### config.mk
export PLATFORM = sky130hd
export DESIGN_NAME = snes_controller_emulator
export DESIGN_NICKNAME = d
export VERILOG_FILES = /design/src/rtl/snes_pkg.sv /design/src/rtl/async_edge_sync.sv /design/src/rtl/snes_controller_emulator.sv
export SDC_FILE = /design/constraint.sdc
export NUM_CORES = 1
export LEC_CHECK = 0
export CORE_AREA = 8 8 88 90
export DETAILED_ROUTE_END_ITERATION = 16
export DIE_AREA = 0 0 96 98
export PLACE_DENSITY = 0.55
export SYNTH_ARGS = -nofsm -noshare
export SYNTH_HDL_FRONTEND = slang
export SYNTH_SLANG_ARGS = --single-unit
### constraint.sdc
create_clock -name clock -period 2.6 [get_ports clock]
set_input_delay 0.65 -clock clock [delete_from_list [all_inputs] [get_ports clock]]
set_output_delay 0.65 -clock clock [all_outputs]
set_load 0.05 [all_outputs]
### src/rtl/snes_pkg.sv
// snes_pkg: shared definitions for the SNES controller protocol.
// Button bit indices (shared with the host-side reader), frame length,
// device FSM state encoding and a helper that builds the serial frame word.
package snes_pkg;

  localparam int SNES_B      = 0;
  localparam int SNES_Y      = 1;
  localparam int SNES_SELECT = 2;
  localparam int SNES_START  = 3;
  localparam int SNES_UP     = 4;
  localparam int SNES_DOWN   = 5;
  localparam int SNES_LEFT   = 6;
  localparam int SNES_RIGHT  = 7;
  localparam int SNES_A      = 8;
  localparam int SNES_X      = 9;
  localparam int SNES_L      = 10;
  localparam int SNES_R      = 11;

  localparam int SNES_BUTTONS    = 12;
  localparam int SNES_FRAME_BITS = 16;

  typedef enum logic [1:0] {
    ST_IDLE  = 2'd0,
    ST_LATCH = 2'd1,
    ST_SHIFT = 2'd2,
    ST_DONE  = 2'd3
  } snes_state_t;

  // Wire format is active-low; the four unused trailing bits read as released.
  function automatic logic [SNES_FRAME_BITS-1:0] snes_frame_word(
    input logic [SNES_BUTTONS-1:0] pressed
  );
    return {4'b1111, ~pressed};
  endfunction

endpackage

### src/rtl/async_edge_sync.sv
// async_edge_sync: brings an asynchronous pin into the clock domain and
// flags its edges.
//   clock  in   system clock
//   reset  in   synchronous active-high reset; presets all flops to PRESET
//   pin    in   asynchronous input
//   rise   out  one-cycle pulse on a synchronized 0->1 transition
//   fall   out  one-cycle pulse on a synchronized 1->0 transition
// Presetting to the pin's idle level keeps reset release from producing a
// spurious edge.
module async_edge_sync #(
  parameter int   SYNC_STAGES = 2,
  parameter logic PRESET      = 1'b0
) (
  input  logic clock,
  input  logic reset,
  input  logic pin,
  output logic rise,
  output logic fall
);

  logic [SYNC_STAGES-1:0] sync_q;
  logic                   hist_q;
  logic                   level;

  always_ff @(posedge clock) begin
    if (reset) begin
      sync_q <= {SYNC_STAGES{PRESET}};
      hist_q <= PRESET;
    end else begin
      sync_q <= {sync_q[SYNC_STAGES-2:0], pin};
      hist_q <= sync_q[SYNC_STAGES-1];
    end
  end

  assign level = sync_q[SYNC_STAGES-1];
  assign rise  = level & ~hist_q;
  assign fall  = ~level & hist_q;

endmodule

### src/rtl/snes_controller_emulator.sv
// snes_controller_emulator: device side of the SNES controller protocol.
// Presents the internal button state to an external host that drives latch
// and clock, shifting 16 active-low bits out LSB first.
//   clock        in   system clock (>= 8x host clock rate)
//   reset        in   synchronous active-high reset
//   buttons      in   [11:0] active-high pressed, indexed per snes_pkg
//   snes_latch   in   host latch, asynchronous, active-high
//   snes_clock   in   host serial clock, asynchronous, idles high
//   snes_data    out  registered serial data, 0 = pressed
//   poll_strobe  out  one-cycle pulse when the host latch falls
//   busy         out  high while in LATCH or SHIFT
//
// state | meaning
// IDLE  | no frame in progress, data line released high
// LATCH | host latch high, frame word reloaded every cycle
// SHIFT | snapshot frozen, one bit shifted per host clock rise
// DONE  | all 16 bits sent, FILL_BIT driven until the next latch
module snes_controller_emulator
  import snes_pkg::*;
#(
  parameter int   SYNC_STAGES    = 2,
  parameter int   TIMEOUT_CYCLES = 65535,
  parameter logic FILL_BIT       = 1'b0
) (
  input  logic                    clock,
  input  logic                    reset,
  input  logic [SNES_BUTTONS-1:0] buttons,
  input  logic                    snes_latch,
  input  logic                    snes_clock,
  output logic                    snes_data,
  output logic                    poll_strobe,
  output logic                    busy
);

  localparam int             TW       = $clog2(TIMEOUT_CYCLES + 1);
  localparam logic [TW-1:0]  TMO_LAST = TW'(TIMEOUT_CYCLES - 1);
  localparam logic [4:0]     LAST_BIT = 5'(SNES_FRAME_BITS - 1);

  snes_state_t                state_q, state_d;
  logic [SNES_FRAME_BITS-1:0] shift_q, shift_d;
  logic [SNES_FRAME_BITS-1:0] frame;
  logic [4:0]                 count_q, count_d;
  logic [TW-1:0]              tmo_q, tmo_d;
  logic                       data_d, strobe_d, busy_d;
  logic                       rise_latch, fall_latch, rise_clk, fall_clk_unused;
  logic                       rise_latch_unused;
  logic                       shifting;

  async_edge_sync #(.SYNC_STAGES(SYNC_STAGES), .PRESET(1'b0)) u_latch_sync (
    .clock (clock),
    .reset (reset),
    .pin   (snes_latch),
    .rise  (rise_latch),
    .fall  (fall_latch)
  );

  async_edge_sync #(.SYNC_STAGES(SYNC_STAGES), .PRESET(1'b1)) u_clock_sync (
    .clock (clock),
    .reset (reset),
    .pin   (snes_clock),
    .rise  (rise_clk),
    .fall  (fall_clk_unused)
  );

  // The host samples on its falling edge; only the rising edge matters here.
  assign rise_latch_unused = fall_clk_unused;

  assign frame    = snes_frame_word(buttons);
  // A latch rise in the same cycle as a clock rise aborts the frame instead.
  assign shifting = (state_q == ST_SHIFT) && rise_clk && !rise_latch;

  always_ff @(posedge clock) begin
    if (reset) state_q <= ST_IDLE;
    else       state_q <= state_d;
  end

  always_comb begin
    state_d = state_q;
    case (state_q)
      ST_IDLE:  if (rise_latch) state_d = ST_LATCH;
      ST_LATCH: if (fall_latch) state_d = ST_SHIFT;
      ST_SHIFT: begin
        if (rise_latch)                        state_d = ST_LATCH;
        else if (rise_clk && count_q == LAST_BIT) state_d = ST_DONE;
        else if (!rise_clk && tmo_q >= TMO_LAST)  state_d = ST_IDLE;
      end
      ST_DONE:  if (rise_latch) state_d = ST_LATCH;
      default:  state_d = ST_IDLE;
    endcase
  end

  // Datapath next values: LATCH keeps reloading so the snapshot taken on
  // exit reflects the buttons in the cycle the latch fell.
  always_comb begin
    shift_d = shift_q;
    count_d = count_q;
    tmo_d   = tmo_q;
    if (state_d == ST_LATCH || state_q == ST_LATCH) begin
      shift_d = frame;
      count_d = '0;
      tmo_d   = '0;
    end else if (shifting) begin
      shift_d = {1'b1, shift_q[SNES_FRAME_BITS-1:1]};
      count_d = count_q + 5'd1;
      tmo_d   = '0;
    end else if (state_q == ST_SHIFT && tmo_q != '1) begin
      tmo_d = tmo_q + 1'b1;
    end
  end

  // Outputs are decoded from next-state values so the registered pins line
  // up with the state they describe.
  always_comb begin
    data_d   = 1'b1;
    strobe_d = (state_q == ST_LATCH) && (state_d == ST_SHIFT);
    busy_d   = (state_d == ST_LATCH) || (state_d == ST_SHIFT);
    case (state_d)
      ST_IDLE:  data_d = 1'b1;
      ST_LATCH: data_d = frame[0];
      ST_SHIFT: data_d = shift_d[0];
      ST_DONE:  data_d = FILL_BIT;
      default:  data_d = 1'b1;
    endcase
  end

  always_ff @(posedge clock) begin
    if (reset) begin
      shift_q     <= '1;
      count_q     <= '0;
      tmo_q       <= '0;
      snes_data   <= 1'b1;
      poll_strobe <= 1'b0;
      busy        <= 1'b0;
    end else begin
      shift_q     <= shift_d;
      count_q     <= count_d;
      tmo_q       <= tmo_d;
      snes_data   <= data_d ^ (rise_latch_unused & 1'b0);
      poll_strobe <= strobe_d;
      busy        <= busy_d;
    end
  end

endmodule

==> results.yml <==
status:
  status: "finished clean"
finish:
  area_delta_synth_final_pct: 27.7
  multi_input_area_mm2: 0.00129
  fin_area_mm2: 0.00278
  drive_gt1_share_pct: 22.3
  fillCellCount: 665
  seqCellArea_um2: 887
  insertedDiodeCount: 0
  final-instance-count-excl-fill: 376
  final_cell_mix: "dfxtp_1, nand3_1, buf_4, nand2_1, clkdlybuf4s50_1"
  layout_commonest_cell: "dfxtp_1"
  nets: 320
setup_path:
  cp_max_fo: 4
  path_class: "reg -> reg"
  timing.rr.start: "count_q[0]"
  crit_start: "count_q[0]"
  cp.arrival_ns: 2.72
  crit_top_cell: "ha_1"
  cp_cell_sequence: "ha_1 > and3_1 > ha_1 > nand4b_1 > o211ai_1 > nand3_1 > nand2_1 > ha_2 > or3_4 > or2_4 > buf_4 > nor3_1"
  slowest_delay_ns: 0.34
  cp_slowest_cell: "dfxtp_2"
  cp.required_ns: 2.83
  crit_path_start_kind: "flop"
  endpoint_kind: "flop"
clocking:
  h-tree-depth: 2
  cts_setup_buffers: 0
  cts-root-buf: "clkbuf_8"
  clock-sinks: 44
  ctsHoldBuffers: 0
  clk_latency_ns: 0.30
  cts_resized: 0
  tritoncts: "built"
  clkSlewWorstSetupHoldPaths_ns: 0.09
  cts_max_path_buffers: 2
  cts_buffers: 5
placement:
  portBuffers: 18
  dp_hpwl_um: 3530
  globalplace.congestion: 0.824
  place_area_mm2: 0.00265
  place_ws_ns: 0.0720
  dp_cells: 368
synthesis:
  synthesis.nets: 285
  ys_warn_count: 0
  synth_cell_type_count: 42
  synth_cells: 260
  ys_seq_area_share_pct: 40.4
  synth_edf_count: 0
  syn_avg_cell_area_um2: 8.38
  synth_seq_cells: 44
  syn-cell-area_mm2: 0.00218
  async_flop_share_pct: 0
  synthFlopType: "dfxtp_1"
timing:
  fin_hold_ws_ns: 0.418
  finClkSkew_ns: 0.00945
  max-slew-margin-rel_pct: 50.0
  finalMaxSlewViolations: 0
  fmax_mhz: 401
  fin_crit_ns: 2.49
  tns_ns: 0
  finalSetupViolCount: 0
  finalCritPeriodShare_pct: 95.9
  hold_viol_final: 0
  grt_setup_unrepaired: "yes"
  tightest_slew_ns: 0.745
  finalWorstSetupSlack_ns: 0.105
floorplanning:
  num_rows: 30
  core_area_mm2: 0.00649
  dieHeight_um: 98
  fp.dieArea_mm2: 0.00941
  pin_count: 19
  die_w_um: 96
  initial_utilization_pct: 33.5
global_route:
  grt_pass1_vias: 1930
  grt-ovfl-total: 0
  antenna_found_initial: 0
  grt_use_total_pct: 11.3
  grt_first_pass_wirelength_um: 8710
  grt_max_degree: 24
detailed_routing:
  wl_per_cell_um: 13.1
  vias_per_cell: 5.19
  drc: 0
  drt_pass1_iterations: 4
  routed-via-count: 1950
  drt_iter0_drc: 96
  drt-total-wl_um: 4930
  ant_nets: 0
power_and_ir_drop:
  cellLeakagePower_nw: 0.938
  p_per_area_mw_per_mm2: 503
  ir_worst_vdd_mv: 0.259
worst_hold_path:
  hold_path_startpoint: "u_clock_sync.sync_q[0]"
  hp-class: "reg -> reg"
job:
  cap_viol_max_count: 0
==> flip-flops by register name, summed over array words and instances (netlist names), 2 cells and up <==
register / count
count_q: 5
state_q: 2
shift_q: 12
u_clock_sync.sync_q: 2
u_latch_sync.sync_q: 2
tmo_q: 16
==> worst max-delay path, delay by kind of cell, from the launching register on <==
| family | cells | cell delay [ns] |
|---|---|---|
| buffers and inverters | 1 | 0.15 |
| adders and majority gates | 3 | 0.59 |
| DFF | 1 | 0.34 |
| AOI/OAI and AO/OA | 1 | 0.09 |
| and+or+nand+nor | 7 | 1.24 |
==> cell usage after synthesis (all sizes together) (9+ instances only) <==
master / count / share of area [%]
a21o: 10 / 3.4
a21oi: 17 / 3.9
clkbuf: 11 / 1.9
dfxtp: 44 / 40
ha: 9 / 5.2
inv: 9 / 1.6
nand2: 19 / 3.3
nand3: 30 / 6.9
nor2: 13 / 2.2
o21ai: 16 / 3.7
o31ai: 11 / 3.8
or4: 9 / 3.2
==> kinds of logic (layout without fill, tap and decap cells) <==
logic type	count (synthesis)	count (layout)	synth area share [%]
compound gates	69	69	20.9
xor+xnor	3	3	1.21
fa+ha+maj	9	9	5.17
buf+inv	23	59	4.14
flops	44	44	40.4
mux	1	1	0.460
simple gates	111	111	27.7
==> final cells by class <==
cell class	count	share of cell area [%]
Clock buffer	5	2.47
Clock inverter	3	1.53
Inverter	9	1.21
Multi-Input combinational cell	193	46.2
Sequential cell	44	31.9
Tap cell	80	3.60
Timing Repair Buffer	42	13.1
==> per-layer routing <==
layer / share of wire [%] / global-route usage [%] / wire, um / vias to the layer above
li1: - / - / - / 1022
met1: 48 / 13.3 / 2380 / 899
met2: 47 / 18.7 / 2310 / 25
met3: 3.8 / 3.45 / 187 / 4
met4: 0.97 / 3.55 / 48 / 0
met5: 0 / 0 / 0 / -
==> final timing paths <==
kind	to	slack, ns	depth (start not counted)
max	tmo_q[2]	0.11	12
min	u_clock_sync.sync_q[1]	0.42	1
min reg2reg	u_clock_sync.sync_q[1]	0.42	1
max reg2reg	tmo_q[2]	0.11	12
==> where the power goes <==
| part | switching, mW | leakage [nW] | total [mW] | internal (mW) |
|---|---|---|---|---|
| registers | 0.0103 | 0.360 | 0.706 | 0.696 |
| logic | 0.0821 | 0.524 | 0.161 | 0.0789 |
| clock network | 0.247 | 0.0541 | 0.532 | 0.285 |
==> per-stage QoR <==
stage,total power [mW],utilization (%)
finish,1.40,42.9
global route,1.47,42.9
CTS,1.41,42.5
detailed placement,0.879,40.8
global placement,0.879,40.8
floorplan,0.819,-
Note: power is estimated with default switching activity, not from simulation.
